--- config.mk ---
export PLATFORM = sky130hd
export DESIGN_NAME = pwm_out_stage_flat
export DESIGN_NICKNAME = d
export VERILOG_FILES = /design/src/rtl/pwm_out_stage_if.sv /design/src/rtl/pwm_out_stage.sv /design/src/flat_wrapper.sv
export SDC_FILE = /design/constraint.sdc
export NUM_CORES = 1
export LEC_CHECK = 0
export ABC_AREA = 1
export CAP_MARGIN = 10
export CORE_UTILIZATION = 40
export DETAILED_ROUTE_END_ITERATION = 6
export PLACE_DENSITY = 0.7
export SLEW_MARGIN = 20
export SYNTH_ARGS = -nofsm -noshare
export SYNTH_HDL_FRONTEND = slang
export SYNTH_SLANG_ARGS = --single-unit
--- constraint.sdc ---
create_clock -name clk -period 1.5 [get_ports clk]
set_input_delay 0.375 -clock clk [delete_from_list [all_inputs] [get_ports clk]]
set_output_delay 0.375 -clock clk [all_outputs]
set_load 0.02 [all_outputs]
--- src/rtl/pwm_out_stage_if.sv ---
// pwm_out_stage_if: control/status bundle between the PWM output stage and its
// upstream PIO register block.
interface pwm_out_stage_if;
  localparam int unsigned DW = 11;

  logic          enable;
  logic [DW-1:0] duty_in;
  logic          pwm_out;
  logic          period_start;
  logic [DW-1:0] duty_active;

  // Upstream register block drives the requests and observes the waveform
  modport master (
    output enable,
    output duty_in,
    input  pwm_out,
    input  period_start,
    input  duty_active
  );

  // PWM stage consumes the requests and drives the waveform
  modport slave (
    input  enable,
    input  duty_in,
    output pwm_out,
    output period_start,
    output duty_active
  );
endinterface

--- src/rtl/pwm_out_stage.sv ---
// pwm_out_stage: fixed-period PWM generator with glitch-free duty update at
// period boundaries. Optional duty slew limiting is compiled in when the macro
// PWM_SLEW_EN is defined; the default build loads the clamped duty directly.
module pwm_out_stage #(
  parameter int unsigned PERIOD    = 2000,
  parameter int unsigned SLEW_STEP = 16
) (
  input  logic            clk,
  input  logic            reset_n,
  pwm_out_stage_if.slave  bus
);
  localparam int unsigned CW = 11;
  localparam int unsigned XW = CW + 1;
  localparam logic [CW-1:0] LAST_CNT = CW'(PERIOD - 1);
  // PERIOD may be 2048, which needs one bit more than the duty/count width
  localparam logic [XW-1:0] PERIOD_X = XW'(PERIOD);

  // Reject illegal configurations at elaboration
  if (PERIOD < 2 || PERIOD > 2048 || SLEW_STEP < 1 || SLEW_STEP > 2047) begin : g_bad_cfg
    $error("pwm_out_stage: PERIOD or SLEW_STEP out of range");
  end

  logic [CW-1:0] r_cnt;
  logic          r_pwm;
  logic          r_ps;
  logic [CW-1:0] r_duty;

  logic [CW-1:0] w_cnt_nxt;
  logic          w_pwm_nxt;
  logic          w_ps_nxt;
  logic [CW-1:0] w_duty_nxt;
  logic          w_wrap;
  logic [CW-1:0] w_clamp;
  logic [CW-1:0] w_wrap_duty;
  logic [CW-1:0] w_idle_duty;

  assign w_wrap  = (r_cnt == LAST_CNT);
  // Clamp request to the period; never taken when PERIOD exceeds the duty range
  assign w_clamp = ({1'b0, bus.duty_in} > PERIOD_X) ? CW'(PERIOD_X) : bus.duty_in;

`ifdef PWM_SLEW_EN
  logic          w_up;
  logic [CW-1:0] w_diff;
  logic [CW-1:0] w_stepv;

  // Move toward the target by at most SLEW_STEP per period; idle restarts from zero
  assign w_up        = (w_clamp > r_duty);
  assign w_diff      = w_up ? (w_clamp - r_duty) : (r_duty - w_clamp);
  assign w_stepv     = ({1'b0, w_diff} > XW'(SLEW_STEP)) ? CW'(SLEW_STEP) : w_diff;
  assign w_wrap_duty = w_up ? (r_duty + w_stepv) : (r_duty - w_stepv);
  assign w_idle_duty = '0;
`else
  assign w_wrap_duty = w_clamp;
  assign w_idle_duty = w_clamp;
`endif

  // Next-state: idle holds the counter at zero, run mode counts and latches duty at wrap
  always_comb begin
    w_cnt_nxt  = r_cnt;
    w_pwm_nxt  = 1'b0;
    w_ps_nxt   = 1'b0;
    w_duty_nxt = r_duty;
    if (!bus.enable) begin
      w_cnt_nxt  = '0;
      w_duty_nxt = w_idle_duty;
    end else begin
      w_cnt_nxt = w_wrap ? '0 : (r_cnt + CW'(1));
      w_pwm_nxt = (r_cnt < r_duty);
      w_ps_nxt  = w_wrap;
      if (w_wrap) begin
        w_duty_nxt = w_wrap_duty;
      end
    end
  end

  // State and output registers, cleared asynchronously
  always_ff @(posedge clk or negedge reset_n) begin
    if (!reset_n) begin
      r_cnt  <= '0;
      r_pwm  <= 1'b0;
      r_ps   <= 1'b0;
      r_duty <= '0;
    end else begin
      r_cnt  <= w_cnt_nxt;
      r_pwm  <= w_pwm_nxt;
      r_ps   <= w_ps_nxt;
      r_duty <= w_duty_nxt;
    end
  end

  assign bus.pwm_out      = r_pwm;
  assign bus.period_start = r_ps;
  assign bus.duty_active  = r_duty;
endmodule

--- src/flat_wrapper.sv ---
// flat-port wrapper written by rule: the top's interface ports become plain ports
module pwm_out_stage_flat 
#(
  parameter int unsigned PERIOD    = 2000,
  parameter int unsigned SLEW_STEP = 16
)
  (clk, reset_n, bus_enable, bus_duty_in, bus_pwm_out, bus_period_start, bus_duty_active);
  pwm_out_stage_if bus_i ();
  input  logic clk;
  input  logic reset_n;
  input wire logic [$bits(bus_i.enable)-1:0] bus_enable;
  input wire logic [$bits(bus_i.duty_in)-1:0] bus_duty_in;
  output wire logic [$bits(bus_i.pwm_out)-1:0] bus_pwm_out;
  output wire logic [$bits(bus_i.period_start)-1:0] bus_period_start;
  output wire logic [$bits(bus_i.duty_active)-1:0] bus_duty_active;
  assign bus_i.enable = bus_enable;
  assign bus_i.duty_in = bus_duty_in;
  assign bus_pwm_out = bus_i.pwm_out;
  assign bus_period_start = bus_i.period_start;
  assign bus_duty_active = bus_i.duty_active;
  pwm_out_stage #(.PERIOD(PERIOD), .SLEW_STEP(SLEW_STEP)) u_core (.clk(clk), .reset_n(reset_n), .bus(bus_i));
endmodule
After elaboration in Yosys (flattened, before gate mapping)
Index checks and enable logic that the tools add are counted.

Bits in registers: 24. Input bits: 14.

Muxes and demuxes: 7. Eq/ne operators: 2. $add $sub $neg: 1. Order comparisons: 2.

Operators by type and width (number): two-way mux 11 bit (5); adder 11 x 1 -> 11 bit, second input constant (1); equality test 11 bit, second input constant (1); greater-than comparator 11 bit, second input constant (1); < comparator 11 bit (1); two-way mux 1 bit (2); != test 2 x 1 -> 1 bit, second input constant (1).

Longest topological paths before layout
Word-level depth: 4. Mapped depth: 8. Gate-level depth less buffers: 7.

Worst setup path after synthesis
OpenSTA, ideal clock, no wires.

Path kind: flip-flop to flip-flop. From: register u_core.r_cnt[0]. To: register u_core.r_cnt[7]. Buffers on the path: 1. Arrival time: 1.237 ns. Stages on the path, launching flop included: 8. Clock period less this slack: 1.309 ns. Required time: 1.428 ns. Slack: 0.191 ns. Path through: dfrtp_1 ha_1 nand3_1 inv_2 nand3_2 buf_2 nand3_1 nor2_1.

Longest elaborated chain between the ends: 3.

Ends and longest elaborated chain: from (decl) (RTL line pwm_out_stage.sv:23) `logic [CW-1:0] r_cnt;`; from (signal assigned) (RTL line pwm_out_stage.sv:84) `r_cnt <= w_cnt_nxt;`; adder 11 x 1 -> 11 bit or equality test 11 bit (tied branches) (RTL line pwm_out_stage.sv:67, pwm_out_stage.sv:37); two-way mux 11 bit (*) (RTL line pwm_out_stage.sv:67) `w_cnt_nxt = w_wrap ? '0 : (r_cnt + CW'(1));`; two-way mux 11 bit (*) (RTL line pwm_out_stage.sv:63) `if (!bus.enable) begin`; via u_core.w_cnt_nxt[7] (RTL line pwm_out_stage.sv:28) `logic [CW-1:0] w_cnt_nxt;`.

Mark *: on every way through the listed nets, which the timed path passes. The rest lies on a longest branch. A chain may end at the register's enable or synchronous reset.

Worst setup path in the final report
From: register u_core.r_duty[2] (netlist: u_core.bus.duty_active[2]). To: output port bus_duty_active[2].

RTL lines: from (decl) (RTL line pwm_out_stage.sv:26) `logic [CW-1:0] r_duty;`; from (signal assigned) (RTL line pwm_out_stage.sv:87) `r_duty <= w_duty_nxt;`; to (decl) (RTL line flat_wrapper.sv:15) `output wire logic [$bits(bus_i.duty_active)-1:0] bus_duty_active;`.

No word-level cell between the ends.

==> impl_metrics.tcl <==
set metrics [dict create \
    status "completed" \
    cp_top_family "flip-flops" \
    coreArea_sq_mm 0.00336 \
    max_cap_viol_count 0 \
    grt_first_pass_wirelength_um 4950 \
    fmax_mhz 686 \
    slew_violations 0 \
    grt_usage 0.180 \
    die_h_um 61.3 \
    p_total_mw 1.47 \
    arrival_ps 1080 \
    finalClockSkew_ps 11.7 \
    grt_antenna_before_repair 0 \
    grt_max_degree 25 \
    worst-setup-path-type "reg2out" \
    switchingPower_mw 0.386 \
    period_share 0.972 \
    cts_tree "yes" \
    clock-sinks 24 \
    avgViaCountPerCell 4.54 \
    cts_root_buf "clkbuf_4" \
    numPortBuffers 26 \
    num_rows 21 \
    powerDensity_mw_per_mm2 804 \
    synthCells 173 \
    yosysWarnings 0 \
    chipWidth_um 61.3 \
    fill_cells 345 \
    syn_to_final_growth_pct 29.5 \
    cp-end-kind "primary output" \
    critPathSlowestCell "dfrtp_1" \
    synth-seq-cells 24 \
    hold_path.class "in2async" \
    cp_max_fo 3 \
    drt_wl_total_um 2780 \
    preCtsSetupSlack_ps -47.4 \
    drive_gt1_frac 0.148 \
    drt_first_pass_iters 4 \
    nNetsFinal 235 \
    start_util 0.419 \
    num_vias 1157 \
    synth_cell_type_count 28 \
    vdd_drop_max_mv 0.420 \
    cts_buffers 3 \
    syn_avg_cell_area_sq_um 8.14 \
    drc_errors 0 \
    clkLatencyLatePin_ps 330 \
    clkTransAtPathRegs_ps 140 \
    layout_min_cycle_time_ps 1460 \
    overflow 0 \
    seq_area_frac_synth 0.427 \
    slowest_delay_ps 430 \
    syn_nets 198 \
    switching_share 0.264 \
    placed_cells 250 \
    cp-start-kind "flop" \
    synth_area_sq_mm 0.00141 \
    comb_power_share 0.193 \
    stdcell_count 255 \
    tightest_slew_ps 308 \
    p_clk_frac 0.326 \
    fin_util 0.542 \
    relSlewSlack 0.795 \
    crit_buf_inv 1 \
    ctsHoldBuffers 0 \
    hold_viol 0 \
    cp_data_required_time_ps 1120 \
    p_seq_frac 0.481 \
    cp_cell_sequence "dlygate4sd2_1" \
    finalInstanceArea_sq_mm 0.00182 \
    intPower_mw 1.08 \
    ant_nets 0 \
    grt_pass1_vias 1143 \
    finalSetupViolations 0 \
    wl_per_cell_um 10.9 \
    die_area_sq_mm 0.00376 \
    finalWorstSetupSlack_ps 41.3 \
    ios 27 \
    diodes 0 \
    p_leak_nw 0.939 \
    dp_hpwl_um 2080 \
    drtIter0Drc 58 \
    routabilityCongestion 0.771 \
    dpl_cell_area_sq_mm 0.00176 \
    h-tree-depth 1 \
    clk_path_buf_depth 2 \
]
==> path summary, 6_finish.rpt <==
check | startpoint | endpoint | slack, ps | cells after the start
max | u_core.bus.duty_active[2] | bus_duty_active[2] | 40 | 1
min | reset_n | u_core.bus.duty_active[0] | 380 | 2
max reg2reg | u_core.r_cnt[0] | u_core.bus.duty_active[4] | 130 | 7
min reg2reg | u_core.r_cnt[0] | u_core.r_cnt[0] | 500 | 1
max in group asynchronous | reset_n | u_core.bus.duty_active[9] | 870 | 2
min in group clk | u_core.r_cnt[0] | u_core.r_cnt[0] | 500 | 1
==> per-layer routing <==
| metal | global-route usage | vias up | share of wire |
|---|---|---|---|
| met1 | 0.235 | 513 | 0.49 |
| met2 | 0.306 | 20 | 0.47 |
| met3 | 0.0252 | 4 | 0.028 |
| met5 | 0 | - | 0 |
| li1 | - | 620 | - |
| met4 | 0.0617 | 0 | 0.013 |
==> through the flow <==
step,hold WS (ps),setup TNS (ps)
final,381,0
after global routing,399,-14.8
after floorplan,79.4,0
after global placement,481,-63.9
after CTS,379,0
after detailed placement,485,-163
==> cell families after synthesis <==
kind of cell    Yosys count  synth area share
compound gates           18            0.0818
buf+inv                  32            0.0995
fa+ha+maj                11            0.0978
flops                    24             0.427
xor+xnor                  2            0.0124
simple gates             86             0.282
==> cell usage after synthesis <==
cell | instances | share of area
nand2_1 | 28 | 0.075
inv_1 | 26 | 0.069
dfrtp_1 | 24 | 0.43
nor2_1 | 24 | 0.064
nand3_1 | 19 | 0.068
ha_1 | 11 | 0.098
a21oi_1 | 6 | 0.021
nand2_2 | 6 | 0.027
o21ai_2 | 5 | 0.031
buf_6 | 2 | 0.016
nor2_2 | 2 | 0.0089
nor3_1 | 2 | 0.0071
o21ai_0 | 2 | 0.0071
o21ai_1 | 2 | 0.0071
a31oi_1 | 1 | 0.0044
buf_2 | 1 | 0.0036
buf_4 | 1 | 0.0053
clkinv_1 | 1 | 0.0027
inv_2 | 1 | 0.0027
nand2_4 | 1 | 0.0080
nand3_2 | 1 | 0.0071
nand4_1 | 1 | 0.0044
nor2_4 | 1 | 0.0080
nor3b_1 | 1 | 0.0053
o21a_1 | 1 | 0.0053
o21bai_1 | 1 | 0.0053
xnor2_1 | 1 | 0.0062
xor2_1 | 1 | 0.0062
==> registers in the layout, indices dropped and copies added (netlist names) <==
register / flops
u_core.bus.duty_active: 11
u_core.bus.period_start: 1
u_core.bus.pwm_out: 1
u_core.r_cnt: 11
==> what timing repair did <==
| action | 4_1_cts | 5_1_grt |
|---|---|---|
| setup buffers | 0 | 1 |
| resized for setup | 13 | 6 |
| endpoints found under the setup margin | 13 | 18 |
==> layout make-up <==
type | instances | area, sq um | area share
inverters | 28 | 105 | 0.0577
repair buffers | 36 | 327 | 0.179
clock inverters | 1 | 30.0 | 0.0165
flip-flops and latches | 24 | 601 | 0.329
multi-input cells | 117 | 681 | 0.373
clock buffers | 3 | 22.5 | 0.0124
well taps | 46 | 57.6 | 0.0316
==> power by group through the flow <==
| stage | Clock [mW] | Sequential, mW | Combinational [mW] |
|---|---|---|---|
| detailed placement | 0 | 0.719 | 0.299 |
| floorplan | 0 | 0.751 | 0.122 |
| global route | 0.521 | 0.711 | 0.320 |
| finish | 0.478 | 0.705 | 0.283 |
| CTS | 0.502 | 0.705 | 0.280 |
| global placement | 0 | 0.718 | 0.296 |
==> cells in the final DEF (no fill, tap or decap) <==
master,synthesis,layout
o21a_1,1,1
nor2_4,1,2
bufinv_16,0,1
clkdlybuf4s15_1,0,3
clkinv_1,1,1
nor2_2,2,1
o21ai_1,2,2
xnor2_1,1,1
inv_1,26,26
dfrtp_1,24,24
o21bai_1,1,1
nand2_8,0,1
o21ai_0,2,2
a21oi_1,6,6
nand3_1,19,19
o21ai_2,5,5
xor2_1,1,1
nand4_1,1,1
clkdlybuf4s50_1,0,13
nand3_2,1,1
nand2_2,6,6
dlygate4sd2_1,0,10
nor3_1,2,2
inv_2,1,1
a31oi_1,1,1
ha_1,11,11
buf_6,2,1
nor3b_1,1,1
nand2_1,28,28
nor2_1,24,24
clkbuf_4,0,3
buf_4,1,9
Note: power is estimated with default switching activity, not from simulation.
==> patch 1, RTL diff (same settings) <==
Add a define of `PWM_SLEW_EN`.
--- a/src/rtl/pwm_out_stage.sv
+++ b/src/rtl/pwm_out_stage.sv
@@ -3,2 +3,4 @@
 // PWM_SLEW_EN is defined; the default build loads the clamped duty directly.
+`define PWM_SLEW_EN
+
 module pwm_out_stage #(
Behaviour: not the same (Yosys sat finds a counterexample within 4 cycles, from zero or initial values and one cycle with reset_n low).
==> patch 1 against the original RTL <==
The flow now finishes with violations (negative setup slack). Wire length grew to 4.3 times the old value. Via count grew to 3.5 times the old value. Sequential cell count is the same. Design area rose to 3.1 times the old value. Setup slack worse by 3.3 ns. Combinational power rose to 3.7 times the old value. Synthesized area increased by 130%. Total power is 44% higher. First-iteration DRC count increased by 100%. Critical endpoint is now u_core.bus.duty_active[7]$_DFFE_PN0P_.
==> patch 1: results (changes against the original RTL) <==
- Fillers: 602 (+74%)
- Detail Placement HPWL: 8260 um (+300%)
- Syn nets: 584 (+190%)
- Setup-failing EPs final: 14 (+14)
- Met1 Usage GRT: 28.4% (+4.9 points)
- Sequential share of the synthesized area: 18.4% (-24 points)
- Worst hold slack: 0.462 ns (+0.0810 ns)
- Drt initial violations: 116 (+100%)
- Fin worst setup slack: -3.21 ns (-3.25 ns)
- Worst endpoint data arrival time: 4.87 ns (+3.79 ns)
- Synth area leaders: dfrtp_1 (18%), nand2_1 (18%), ha_1 (16%), inv_1 (11%), nor2_1 (5.0%)
- Detailed Route WL: 12000 um (+330%)
- Status: finished with violations
- Setup crit start: bus_duty_in[1]
- Post-synth top cells: nand2_1 (157), inv_1 (97), nor2_1 (44)
- Worst-Skew Late Latency: 0.28 ns (-0.05 ns)
- Synth unique cells: 42 (+50%)
- Total negative slack: -30.93 ns (-30.93 ns)
- Metal3 WL: 268 um (+240%)
- Post-Place Cells: 777 (+210%)
- Setup Skew: 0.00294 ns (-0.00878 ns)
- Reg2Reg Launch Point: u_core.bus.duty_active[0]$_DFFE_PN0P_
- Cells after synthesis: 524 (+200%)
- CP Max Fanout: 6 (+3)
- Final #Nets: 772 (+230%)
- Layout Cells excl Fill: 813 (+220%)
- Detail Route met2 WL: 6650 um (+410%)
- Sequential power: 0.663 mW (-6.0%)
- Vias in the first global route: 4107 (+260%)
- GRT Overall Usage: 26.0% (+8.0 points)
- First-pass GRT wire length: 17800 um (+260%)
- M1 WL: 4700 um (+250%)
- Ys Warns: 0 (unchanged)
- Worst setup path class: input pin to flip-flop
- FF-to-FF path depth: 34 (+27)
- FF-to-FF End: u_core.bus.duty_active[7]$_DFFE_PN0P_
- Post-CTS resize count: 152 (+139)
- Peak supply drop: 0.493 mV (+17%)
- Post-DP Area: 4730 um2 (+170%)
- Internal power: 1.35 mW (+25%)
- Leakage: 2.98 nW (+220%)
- Met2 usage: 52.4% (+22 points)
- Measured slew at the worst slew-check pin: 0.338 ns (+0.0306 ns)
- IO Port Bufs: 26 (unchanged)
- Comb pwr share: 49.1% (+30 points)
- Violated checks: negative setup slack
- Post-CTS Setup Inserts: 20 (+20)
- CTS root buf: clkbuf_8
- CP max stage delay: 0.34 ns (-0.09 ns)
- CP max stage cell: ha_2
- Vias/cell: 5.04 (+11%)
## patch 1: cell families (layout without fill, tap and decap cells)
logic type,Yosys count,in the layout,synth area share (%)
and+or+nand+nor,259,260,34.3
buffers and inverters,114,300,13.5
AOI/OAI and AO/OA,69,69,12.4
adders and majority gates,46,46,18.3
DFF,24,24,18.4
xor gates and xnor gates,12,12,3.21
## patch 1: cell type report
| cell class | instances | area, um2 | share of cell area, % |
|---|---|---|---|
| Inverter | 103 | 399 | 7.03 |
| Clock buffer | 4 | 45.0 | 0.793 |
| Sequential cell | 24 | 607 | 10.7 |
| Timing Repair Buffer | 193 | 1540 | 27.1 |
| Multi-Input combinational cell | 387 | 2960 | 52.2 |
| Tap cell | 102 | 128 | 2.25 |
## patch 1: worst max-delay path: cells and delay by family
kind / cells / cell delay (ns)
AOI/OAI and AO/OA: 8 / 0.79
adders and majority gates: 3 / 0.90
buffers and inverters: 11 / 0.93
and+or+nand+nor: 19 / 1.87
==> patch 2, RTL diff (same flow settings) <==
Without the edit above. Make the reset (`reset_n`) synchronous in one clocked block. Comments in the files are not updated.
--- a/src/rtl/pwm_out_stage.sv
+++ b/src/rtl/pwm_out_stage.sv
@@ -76,3 +76,3 @@
   // State and output registers, cleared asynchronously
-  always_ff @(posedge clk or negedge reset_n) begin
+  always_ff @(posedge clk) begin
     if (!reset_n) begin
Formal check against the unedited RTL: differs if reset_n is asserted again (counterexample within 4 cycles, from zero or initial values and one cycle with reset_n low); with reset_n held inactive, the same outputs for 10 cycles.
==> patch 2 against the original RTL <==
Setup slack better by 0.018 ns. Wire length is 7.3% lower. Sequential cell count stayed put. Largest power group unchanged. Die area is 7.4% lower. Combinational power is 33% lower. Design area is 8.5% lower. Synthesized area is 7.6% lower. Total power is 17% lower.
==> patch 2: results (changes against the original RTL) <==
- WL/cell: 9.93 um (-8.7%)
- Final #Nets: 241 (+2.6%)
- CTS buffer count: 3 (unchanged)
- Power share of the clock group: 29.0% (-3.6 points)
- First-pass GRT wire length: 4680 um (-5.4%)
- Commonest register cell after synthesis: dfxtp_1
- CP max stage cell: dfxtp_1
- Synth unique cells: 22 (-21%)
- Reg power frac: 55.5% (+7.4 points)
- Relative slew slack: 72.3% (-7.2 points)
- Via count: 1199 (+3.6%)
- CP max stage delay: 0.39 ns (-0.04 ns)
- Metal3 WL: 50 um (-37%)
- Worst hold slack: 0.495 ns (+0.114 ns)
- Hold wc startpoint: u_core.bus.duty_active[10]$_SDFFE_PN0P_
- Min-Delay Endpoint: u_core.bus.duty_active[10]$_SDFFE_PN0P_
- IO Port Bufs: 26 (unchanged)
- M1 WL: 1270 um (-5.4%)
- Syn avg cell area: 7.10 um2 (-13%)
- Reg2Reg Setup Slack: ~0.14 ns
- Post-Place Cells: 255 (+2.0%)
- DRT Pass-1 Iters: 5 (+1)
- Detail Route met2 WL: 1190 um (-9.4%)
- RePlAce Congestion: 0.834 (+8.2%)
- Status: finished clean
- CP delay by family, top: flip-flops
- Peak supply drop: 0.382 mV (-9.1%)
- Detail Placement HPWL: 2030 um (-2.7%)
- Largest net degree at the start of global routing: 14 (-44%)
- Worst endpoint data arrival time: about 1.1 ns
- Hold Path Class: flip-flop to flip-flop
- Max Buffers Root-to-Sink: 2 (unchanged)
- Syn nets: 208 (+5.1%)
- Ys Warns: 0 (unchanged)
- Post-synth top cells: nand2_1 (46), inv_1 (26), dfxtp_1 (24)
- Vias/cell: 4.63 (+2.0%)
- Worst hold path depth: 2
- Sequential share of the synthesized area: 37.0% (-5.7 points)
- Overall Power: 1.22 mW (-17%)
- Reg2Reg Launch Point: u_core.r_cnt[1]$_SDFF_PP0_
- Share of cells above drive strength 1: 8.37% (-6.5 points)
- FF-to-FF End: u_core.bus.duty_active[5]$_SDFFE_PN0P_
- Leakage: 0.818 nW (-13%)
- Crit path to: bus_duty_active[1]
- Synth async-reset ratio: 0% (-100 points)
- GRT Overall Usage: 17.5% (-0.48 points)
- Drt initial violations: 35 (-40%)
- Worst-Skew Late Latency: 0.33 ns (about the same)
- Synth area leaders: dfxtp_1 (37%), nand2_1 (13%), ha_1 (11%), inv_1 (7.5%), nand3_1 (6.9%)
- Switching Fraction: 26.1% (-0.26 points)
- Post-CTS Setup Inserts: 0 (unchanged)
- Setup Skew: 0.00606 ns (-0.00566 ns)
- Setup crit start: u_core.bus.duty_active[1]$_SDFFE_PN0P_
- Fillers: 327 (-5.2%)
-- patch 2: cell families after synthesis --
group / after synthesis / share of synthesized area [%]
flip-flops: 24 / 37.0
adder cells (fa/ha/maj): 11 / 10.6
buffers and inverters: 33 / 10.5
AO/OA/AOI/OAI: 15 / 6.06
XOR/XNOR: 5 / 3.37
AND/OR/NAND/NOR: 95 / 32.5
-- patch 2: through the flow --
step           area, um2  setup WS (ns)
6_report            1670         0.0593
2_1_floorplan       1300          0.156
5_1_grt             1670        0.00717
3_3_place_gp        1650        -0.0353
3_5_place_dp        1650        -0.0935
4_1_cts             1670         0.0343
-- patch 2: layout make-up --
type / count / area share, %
tap: 44 / 3.30
timing repair buffer: 32 / 18.1
inverter: 29 / 6.53
clock buffer: 4 / 2.18
sequential: 24 / 28.8
multi-input combinational: 126 / 41.1
-- patch 2: layer usage --
metal,track usage (%),up-vias
met5,0,-
met4,9.18,0
met3,1.97,5
met2,29.9,16
met1,21.7,536
li1,-,642
